## config.mk

```make
export PLATFORM = sky130hd
export DESIGN_NAME = alu_shift_sequencer
export DESIGN_NICKNAME = d
export VERILOG_FILES = /design/src/rtl/alu_shift_sequencer.sv
export SDC_FILE = /design/constraint.sdc
export NUM_CORES = 1
export LEC_CHECK = 0
export CAP_MARGIN = 25
export CORE_MARGIN = 5
export CORE_UTILIZATION = 48
export DETAILED_ROUTE_END_ITERATION = 10
export PLACE_DENSITY_LB_ADDON = 0.12
export SYNTH_ARGS = -nofsm -noshare
export SYNTH_HDL_FRONTEND = slang
export SYNTH_SLANG_ARGS = --single-unit
```

## constraint.sdc

```tcl
create_clock -name clk -period 2.6 [get_ports clk]
set_input_delay 0.26 -clock clk [delete_from_list [all_inputs] [get_ports clk]]
set_output_delay 0.26 -clock clk [all_outputs]
set_load 0.005 [all_outputs]
```

## src/rtl/alu_shift_sequencer.sv

```systemverilog
// Counted shift/rotate sequencer: iterates the shared ALU's single-bit
// shift/rotate ops once per clock, feeding back the registered value and
// flags, and reports the final value/flags with a one-cycle done pulse.

package alu_shift_sequencer_pkg;
  // Flag word seen by the ALU; only the low five bits are touched by shifts.
  typedef struct packed {
    logic [6:0] misc;
    logic       v;
    logic       s;
    logic       z;
    logic       p;
    logic       cy;
  } flags_t;

  typedef enum logic [2:0] {
    ALU_OP_SHL1  = 3'd0,
    ALU_OP_SHR1  = 3'd1,
    ALU_OP_SHRA1 = 3'd2,
    ALU_OP_ROL1  = 3'd3,
    ALU_OP_ROR1  = 3'd4,
    ALU_OP_ROLC1 = 3'd5,
    ALU_OP_RORC1 = 3'd6
  } alu_operation_e;
endpackage

module alu_shift_sequencer
  import alu_shift_sequencer_pkg::*;
#(
  parameter int CNT_W = 8
) (
  input  logic             clk,
  input  logic             reset_n,
  input  logic             start_valid,
  output logic             start_ready,
  input  logic [2:0]       start_op,
  input  logic             start_wide,
  input  logic [15:0]      start_operand,
  input  logic [CNT_W-1:0] start_count,
  input  flags_t           start_flags,
  input  logic             abort,
  output alu_operation_e   alu_op,
  output logic [15:0]      alu_ta,
  output logic             alu_wide,
  output flags_t           alu_flags_in,
  input  logic [15:0]      alu_result,
  input  flags_t           alu_flags,
  output logic             busy,
  output logic             done,
  output logic [15:0]      result,
  output flags_t           flags_out
);

  typedef enum logic [1:0] {S_IDLE, S_ITER, S_DONE} state_e;

  state_e           state;
  logic [15:0]      val;
  flags_t           flg;
  logic [CNT_W-1:0] cnt;
  logic [2:0]       op_q;
  logic             wide_q;

  // Last values driven to the ALU, so its inputs stay put while idle.
  alu_operation_e   op_hold;
  logic [15:0]      ta_hold;
  logic             wide_hold;
  flags_t           flg_hold;

  alu_operation_e   op_map;
  logic             accept;
  logic             zero_len;
  logic [15:0]      start_val;
  logic [15:0]      step_val;

  // Abort beats a simultaneous request; reserved op 7 runs as count 0.
  assign accept    = start_valid & start_ready & ~abort;
  assign zero_len  = (start_count == '0) | (start_op == 3'd7);
  assign start_val = start_wide ? start_operand : {8'h00, start_operand[7:0]};
  assign step_val  = wide_q ? alu_result : {8'h00, alu_result[7:0]};

  // Map the instruction's shift kind onto the ALU's single-bit op.
  always_comb begin
    op_map = ALU_OP_SHL1;
    case (op_q)
      3'd0:    op_map = ALU_OP_ROL1;
      3'd1:    op_map = ALU_OP_ROR1;
      3'd2:    op_map = ALU_OP_ROLC1;
      3'd3:    op_map = ALU_OP_RORC1;
      3'd4:    op_map = ALU_OP_SHL1;
      3'd5:    op_map = ALU_OP_SHR1;
      3'd6:    op_map = ALU_OP_SHRA1;
      default: op_map = ALU_OP_SHL1;
    endcase
  end

  // Drive the live step while iterating, otherwise hold the last drive.
  always_comb begin
    alu_op       = op_hold;
    alu_ta       = ta_hold;
    alu_wide     = wide_hold;
    alu_flags_in = flg_hold;
    if (state == S_ITER) begin
      alu_op       = op_map;
      alu_ta       = val;
      alu_wide     = wide_q;
      alu_flags_in = flg;
    end
  end

  // Sequencer FSM with registered handshake/status outputs.
  always_ff @(posedge clk or negedge reset_n) begin
    if (!reset_n) begin
      state       <= S_IDLE;
      start_ready <= 1'b1;
      busy        <= 1'b0;
      done        <= 1'b0;
      result      <= '0;
      flags_out   <= '0;
      val         <= '0;
      flg         <= '0;
      cnt         <= '0;
      op_q        <= '0;
      wide_q      <= 1'b0;
      op_hold     <= ALU_OP_SHL1;
      ta_hold     <= '0;
      wide_hold   <= 1'b0;
      flg_hold    <= '0;
    end else begin
      done <= 1'b0;
      case (state)
        S_IDLE: begin
          if (accept) begin
            val         <= start_val;
            flg         <= start_flags;
            cnt         <= start_count;
            op_q        <= start_op;
            wide_q      <= start_wide;
            start_ready <= 1'b0;
            if (zero_len) begin
              state     <= S_DONE;
              done      <= 1'b1;
              result    <= start_val;
              flags_out <= start_flags;
            end else begin
              state <= S_ITER;
              busy  <= 1'b1;
            end
          end
        end
        S_ITER: begin
          op_hold   <= op_map;
          ta_hold   <= val;
          wide_hold <= wide_q;
          flg_hold  <= flg;
          val       <= step_val;
          flg       <= alu_flags;
          cnt       <= cnt - CNT_W'(1);
          if (abort) begin
            state       <= S_IDLE;
            busy        <= 1'b0;
            start_ready <= 1'b1;
          end else if (cnt == CNT_W'(1)) begin
            state     <= S_DONE;
            busy      <= 1'b0;
            done      <= 1'b1;
            result    <= step_val;
            flags_out <= alu_flags;
          end
        end
        S_DONE: begin
          state       <= S_IDLE;
          start_ready <= 1'b1;
        end
        default: begin
          state       <= S_IDLE;
          busy        <= 1'b0;
          start_ready <= 1'b1;
        end
      endcase
    end
  end

endmodule
```

==> summary.md, run 1 <==
| Metric | Value |
|---|---|
| Via count | 3705 |
| Number of diodes | 0 |
| Num CTS Buffers | 9 |
| Cell Chain, Critical Path | nand2b_2 -> buf_4 -> o31ai_1 -> clkdlybuf4s50_1 |
| Global route overflow | 0 |
| Avg Cell Area, Syn | 10.0 sq um |
| Pint | 2.85 mW |
| Post-route ant nets | 0 |
| Compound-gate portion of the synthesized area | 0.0596 |
| Mux share of post-synthesis cell area | 0.143 |
| Largest net degree at the start of global routing | 69 |
| # rows | 36 |
| CTS sink count | 105 |
| Final HPWL DP | 7950 um |
| Net switching power | 1.07 mW |
| CTS tree | built |
| Kind of critical path | flop to output port |
| Cts hold-fix bufs | 1 |
| CTS Root Cell | clkbuf_8 |
| Final Cycle Share | 0.936 |
| Post-synthesis simple-gate area fraction | 0.196 |
| Status | completed |
| P_leak | 3.08 nW |
| Remaining DRCs | 0 |
| Final number of hold-violating endpoints | 0 |
| Fillers | 807 |
| Distinct cells, synth | 36 |
| Pre-antenna DRT Iters | 4 |
| Pwr per Cell Area | 615 nW/um^2 |
| Cells after synthesis | 467 |
| Vias in the first global route | 3774 |
| Starting Density | 0.485 |
| Ports | 135 |
| Final Core Density | 0.661 |
| Crit path largest cell delay | 0.56 ns |
| Setup crit start kind | flop |
| Placed Cells | 717 |
| Post_cts resized | 0 |
| Syn. warnings | 0 |
| H-Tree Depth | 3 |
| RSZ-0062 raised after global routing | false |
| Placed Area | 6200 sq um |
| Mapped Area | 4680 sq um |
| Slew Limit Fails | 0 |
| DR vias/cell | 5.05 |
| Reg clk slew, reported paths | 0.10 ns |
| Core Box Area | 9640 sq um |
| Design area | 6370 sq um |
| Post-Synth Adder-Cell Area | 0.00535 |
| #FFs+latches synth | 105 |
| Final min period | 2.43 ns |
| Post-synthesis net count | 541 |
| Setup WS pre-CTS | 0.0964 ns |
| Sequential share of power | 0.552 |
| Main combinational cell family by area after synthesis | simple AND/OR/NAND/NOR gates |
| Die area | 11800 sq um |
| Final nets | 670 |
| Setup WS post-layout | 0.165 ns |
| First-pass GRT wire length | 18500 um |
| I/O Buffers | 134 |
| Layout cells sized above 1 | 0.116 |
| Clock network fraction of total power | 0.223 |
| Number of setup buffers added after CTS | 0 |
| Worst path required time | 2.34 ns |
| Seq/Total Area, Yosys | 0.562 |
| Final non-filler cell total | 734 |
| Final setup violation count | 0 |
| Routed WL per cell | 15.2 um |
| CP endpoint kind | output port |
| GPL Wtd Cong | 0.753 |
| Xor-xnor portion of the synthesized cell area | 0 |
| DR iter-0 viols | 182 |
| Gr usage total | 0.197 |
| Initial antenna violation count | 0 |
| Setup TNS | 0 ns |
| Post-route clock skew | 0.0108 ns |
| Share of total power in combinational logic | 0.226 |
| Worst Tran Pin Value | 0.819 ns |
| Max-slew headroom at the worst pin | 0.446 |
| CP max stage cell | clkdlybuf4s50_1 |
| Die Y | 109 um |
| Layout area overhead | 36.3% |
| Flop-to-flop setup slack | 0.18 ns |
| Maximum VDD drop | 0.396 mV |
| Fmax | 411 MHz |
| Sw frac | 0.274 |
| Clock Latency Late Sink | 0.35 ns |
| Max Cap Viol | 0 |
| Critical path data arrival time | 2.17 ns |
| Critical Path Fanout Max | 16 |
| Clk buf depth | 2 |
| Die X | 109 um |
| HP Class | input pin to async pin |
| Drt total wl | 11200 um |
flip-flops by register name, summed over array words and instances (netlist names), 2 cells and up:
signal and flops:
result 16, ta_hold 16, val 16, flags_out 12, flg 12, flg_hold 12, cnt 8, op_hold 3
op_q 3, state 2
worst paths after layout:
check,startpoint,depth (start not counted),endpoint
worst min-delay path,reset_n,2,flg[1]
worst max register to register,cnt[3],5,result[3]
max in group asynchronous,reset_n,3,ta_hold[10]
worst min register to register,ta_hold[15],2,ta_hold[15]
min in group clk,ta_hold[15],2,ta_hold[15]
worst max-delay path,state[1],4,alu_op[2]
worst max-delay path: cells and delay by family, from the launching register on:
kind,cells,cell delay [ns]
flops,1,0.48
buf+inv,2,0.78
compound gates,1,0.30
simple gates,1,0.26
per-stage QoR:
stage | hold WS, ns | total power, mW
5_1_grt | 0.433 | 4.18
2_1_floorplan | -0.0356 | 2.55
6_report | 0.419 | 3.92
3_3_place_gp | 0.283 | 3.05
3_5_place_dp | 0.287 | 3.09
4_1_cts | 0.428 | 3.97
layout by cell type (no fill, tap or decap), types with 2 or more instances in the layout:
cell and n:
nand2_1 178, clkdlybuf4s50_1 133, dfrtp_1 104, mux2_2 27, o21ai_0 26, mux2i_1 23, nand3_1 16, nor2_1 10
mux2_4 9, clkbuf_8 9, a21oi_1 7, buf_4 7, buf_12 5, inv_1 4, nor4_1 3, clkinvlp_4 3
or3_1 2, or4_4 2, nor2b_1 2, nor3_1 2, o31ai_1 2, a22o_1 2, o211ai_1 2, a311oi_1 2
ha_1 2, clkinv_2 2, clkbuf_1 2
kinds of logic after synthesis:
logic type | count (synthesis)
flops | 105
compound gates | 46
fa+ha+maj | 2
simple gates | 223
mux | 59
buf+inv | 32
synth_stat cells:
cell      count  share of area
nand2_1     178           0.14
dfrtp_1     104           0.56
mux2_2       27          0.065
o21ai_0      26          0.028
mux2i_1      23          0.049
clkbuf_1     20          0.016
nand3_1      16          0.017
nor2_1       10         0.0080
mux2_4        9          0.029
a21oi_1       7         0.0075
buf_1         4         0.0032
inv_1         4         0.0032
nor2b_1       3         0.0040
nor3_1        3         0.0032
nor4_1        3         0.0040
a22o_1        2         0.0037
a311oi_1      2         0.0037
buf_12        2         0.0086
ha_1          2         0.0053
nand2b_1      2         0.0027
o211ai_1      2         0.0032
o31ai_1       2         0.0032
or3_1         2         0.0027
or4_4         2         0.0048
a211o_1       1         0.0019
a211oi_1      1         0.0016
a32oi_1       1         0.0019
and3_1        1         0.0013
buf_2         1         0.0011
buf_4         1         0.0016
dfstp_2       1         0.0056
nand3b_1      1         0.0016
nor4bb_1      1         0.0021
o21ai_4       1         0.0035
o21bai_1      1         0.0016
or3b_2        1         0.0019
final cells by class:
class	count	area, sq um	area share
clock buffer	11	131	0.0206
clock inverter	5	32.5	0.00510
inverter	4	15.0	0.00236
multi-input combinational	330	1910	0.299
sequential	105	2630	0.412
tap	133	166	0.0261
timing repair buffer	146	1490	0.234
metal layers:
layer | vias to the layer above | track usage | wire (um) | share of wire
li1 | 1798 | - | - | -
met1 | 1781 | 0.266 | 5010 | 0.45
met2 | 117 | 0.321 | 5350 | 0.48
met3 | 9 | 0.0491 | 682 | 0.061
met4 | 0 | 0.0514 | 139 | 0.012
met5 | - | 0 | 0 | 0
power groups by stage:
stage	registers (mW)	clock network, mW	logic [mW]
3_5_place_dp	2.19	0	0.895
6_report	2.16	0.872	0.884
4_1_cts	2.16	0.908	0.900
2_1_floorplan	2.14	0	0.416
5_1_grt	2.20	0.977	0.996
3_3_place_gp	2.18	0	0.868
No activity file was read; power rests on OpenSTA's default activity.
==> run 2, diff against run 1 <==
CORE_MARGIN = 2   (was 5)
==> run 2 against run 1 <==
Clock skew grew 0.0060 ns; die area shrank 11%; highest routed layer unchanged; first-iteration DRC count shrank 33%; core utilization is 0.65 points higher; clock power up 16%; setup slack got worse by 0.023 ns; maximum frequency down 0.92%; count of clock-buffer cells in the layout did not move.
==> summary.md, run 2 (synthesis gave the netlist of run 1 again) <==
| Metric | Value |
|---|---|
| Status | completed |
| Max Cap Viol | 0 |
| Setup WS pre-CTS | 0.158 ns |
| Clk buf depth | 2 |
| DR iter-0 viols | 122 |
| Hold endpoint | flg[1] |
| Worst Tran Pin Value | 0.753 ns |
| Die X | 103 um |
| Final non-filler cell total | 734 |
| Vias in the first global route | 3681 |
| Sw frac | 0.270 |
| Final Core Density | 0.668 |
| Setup crit start kind | flop |
| DR vias/cell | 5.14 |
| Final HPWL DP | 8010 um |
| Fillers | 798 |
| GPL Wtd Cong | 0.819 |
| Reg2Reg Depth | 7 |
| First-pass GRT wire length | 18100 um |
| Clock Latency Late Sink | 0.37 ns |
| Worst hold path depth | 3 |
| Layout area overhead | 37.0% |
| Share of total power in combinational logic | 0.219 |
| Largest net degree at the start of global routing | 51 |
| Min Hold Slack | 0.461 ns |
| Routed WL per cell | 15.3 um |
| Ports | 135 |
| CTS Root Cell | clkbuf_8 |
| Setup TNS | 0 ns |
| Via count | 3775 |
| Number of diodes | 0 |
| Final min period | 2.46 ns |
| Sequential share of power | 0.533 |
| Most common cell after layout, fill and taps aside | nand2_1 |
| Most frequent cells in the layout | nand2_1, clkdlybuf4s50_1, dfrtp_1, mux2_2, o21ai_0 |
| Die Y | 103 um |
| Placed Area | 6200 sq um |
| Post-route clock skew | 0.0168 ns |
| Final Cycle Share | 0.945 |
| Pwr per Cell Area | 636 nW/um^2 |
| Pint | 2.97 mW |
| HP Class | input pin to flop |
| Final nets | 671 |
| Maximum VDD drop | 0.388 mV |
| Max-slew headroom at the worst pin | 0.491 |
| Final number of hold-violating endpoints | 0 |
| Post-route ant nets | 0 |
| Drt total wl | 11200 um |
| Kind of critical path | flop to output port |
| Critical path data arrival time | 2.20 ns |
| I/O Buffers | 134 |
| Setup WS post-layout | 0.143 ns |
| CP endpoint kind | output port |
| Flop-to-flop setup slack | 0.19 ns |
| Placed Cells | 718 |
| Net switching power | 1.10 mW |
| Remaining DRCs | 0 |
| Final setup violation count | 0 |
| Worst path required time | 2.34 ns |
| P_leak | 3.11 nW |
| # rows | 36 |
| Critical Path Fanout Max | 12 |
| Critical R2R Launch | cnt[1] |
| CTS sink count | 105 |
| Starting Density | 0.488 |
| Footprint of the multi-input gates | 1910 sq um |
| Die area | 10600 sq um |
| Gr usage total | 0.223 |
| Num CTS Buffers | 9 |
| Reg clk slew, reported paths | 0.11 ns |
| Fmax | 407 MHz |
| Total power | 4.07 mW |
| Slew Limit Fails | 0 |
| Worst hold start | alu_flags[1] |
| Register Area | 2630 sq um |
| Initial antenna violation count | 0 |
| Largest registers | result: 16 flops, ta_hold: 16 flops, val: 16 flops |
| Global route overflow | 0 |
| CTS tree | built |
| Clock network fraction of total power | 0.248 |
| Design area | 6410 sq um |
| FF-to-FF End | flags_out[10] |
| RSZ-0062 raised after global routing | false |
| H-Tree Depth | 3 |
| Layout cells sized above 1 | 0.118 |
| Core Box Area | 9590 sq um |
| Pre-antenna DRT Iters | 4 |
[run 2: cell count changes in the layout (fill, tap and decap cells not counted), sizes merged]
cell      previous run  this run
inv                  4         5
clkinvlp             3         0
buf                 12        13
bufinv               0         1
[run 2: how the worst max path moves through the flow]
stage / startpoint / to / slack [ns] / cells past startpoint
2_1_floorplan: cnt[3] / result[10] / 0.37 / 6
3_3_place_gp: abort / flags_out[6] / 0.21 / 6
3_5_place_dp: abort / flags_out[5] / 0.16 / 6
4_1_cts: state[1] / alu_ta[12] / 0.09 / 5
5_1_grt: state[1] / alu_op[2] / 0.02 / 4
6_report: state[1] / alu_op[2] / 0.14 / 4
[run 2: layout make-up]
| type | count | share of cell area |
|---|---|---|
| flip-flops and latches | 105 | 0.410 |
| multi-input cells | 330 | 0.298 |
| repair buffers | 147 | 0.234 |
| well taps | 133 | 0.0260 |
| clock buffers | 11 | 0.0221 |
| clock inverters | 4 | 0.00820 |
| inverters | 4 | 0.00234 |
[run 2: power groups by stage]
| stage | registers [mW] | logic [mW] | clock network (mW) |
|---|---|---|---|
| final | 2.17 | 0.893 | 1.01 |
| after global routing | 2.21 | 1.00 | 1.10 |
| after global placement | 2.18 | 0.864 | 0 |
| after floorplan | 2.14 | 0.416 | 0 |
| after CTS | 2.17 | 0.907 | 1.03 |
| after detailed placement | 2.20 | 0.904 | 0 |
[run 2: worst max-delay path, stage by stage, from the launching register on]
cell and delay, ns:
dfrtp_1 0.50, nand2b_2 0.27, buf_4 0.21, o31ai_1 0.30, clkdlybuf4s50_1 0.56
[run 2: routing by layer]
metal,global-route usage,share of wire,vias to the layer above
met3,0.0353,0.044,17
met1,0.315,0.46,1845
li1,-,-,1811
met4,0.0831,0.021,0
met2,0.351,0.47,102
met5,0,0,-
[run 2: what timing repair did]
action / in CTS / in global routing
endpoints found under the hold margin: 47 / 0
buffers inserted: 0 / 0
hold buffers: 1 / 0
gates resized for setup: 0 / 2
endpoints found under the setup margin: 0 / 14
==> run 3, diff against run 2 <==
ABC_AREA = 0   (was default)
==> results of run 3 <==
Same layout as run 2: the final DEF is identical, and so are final timing and power.
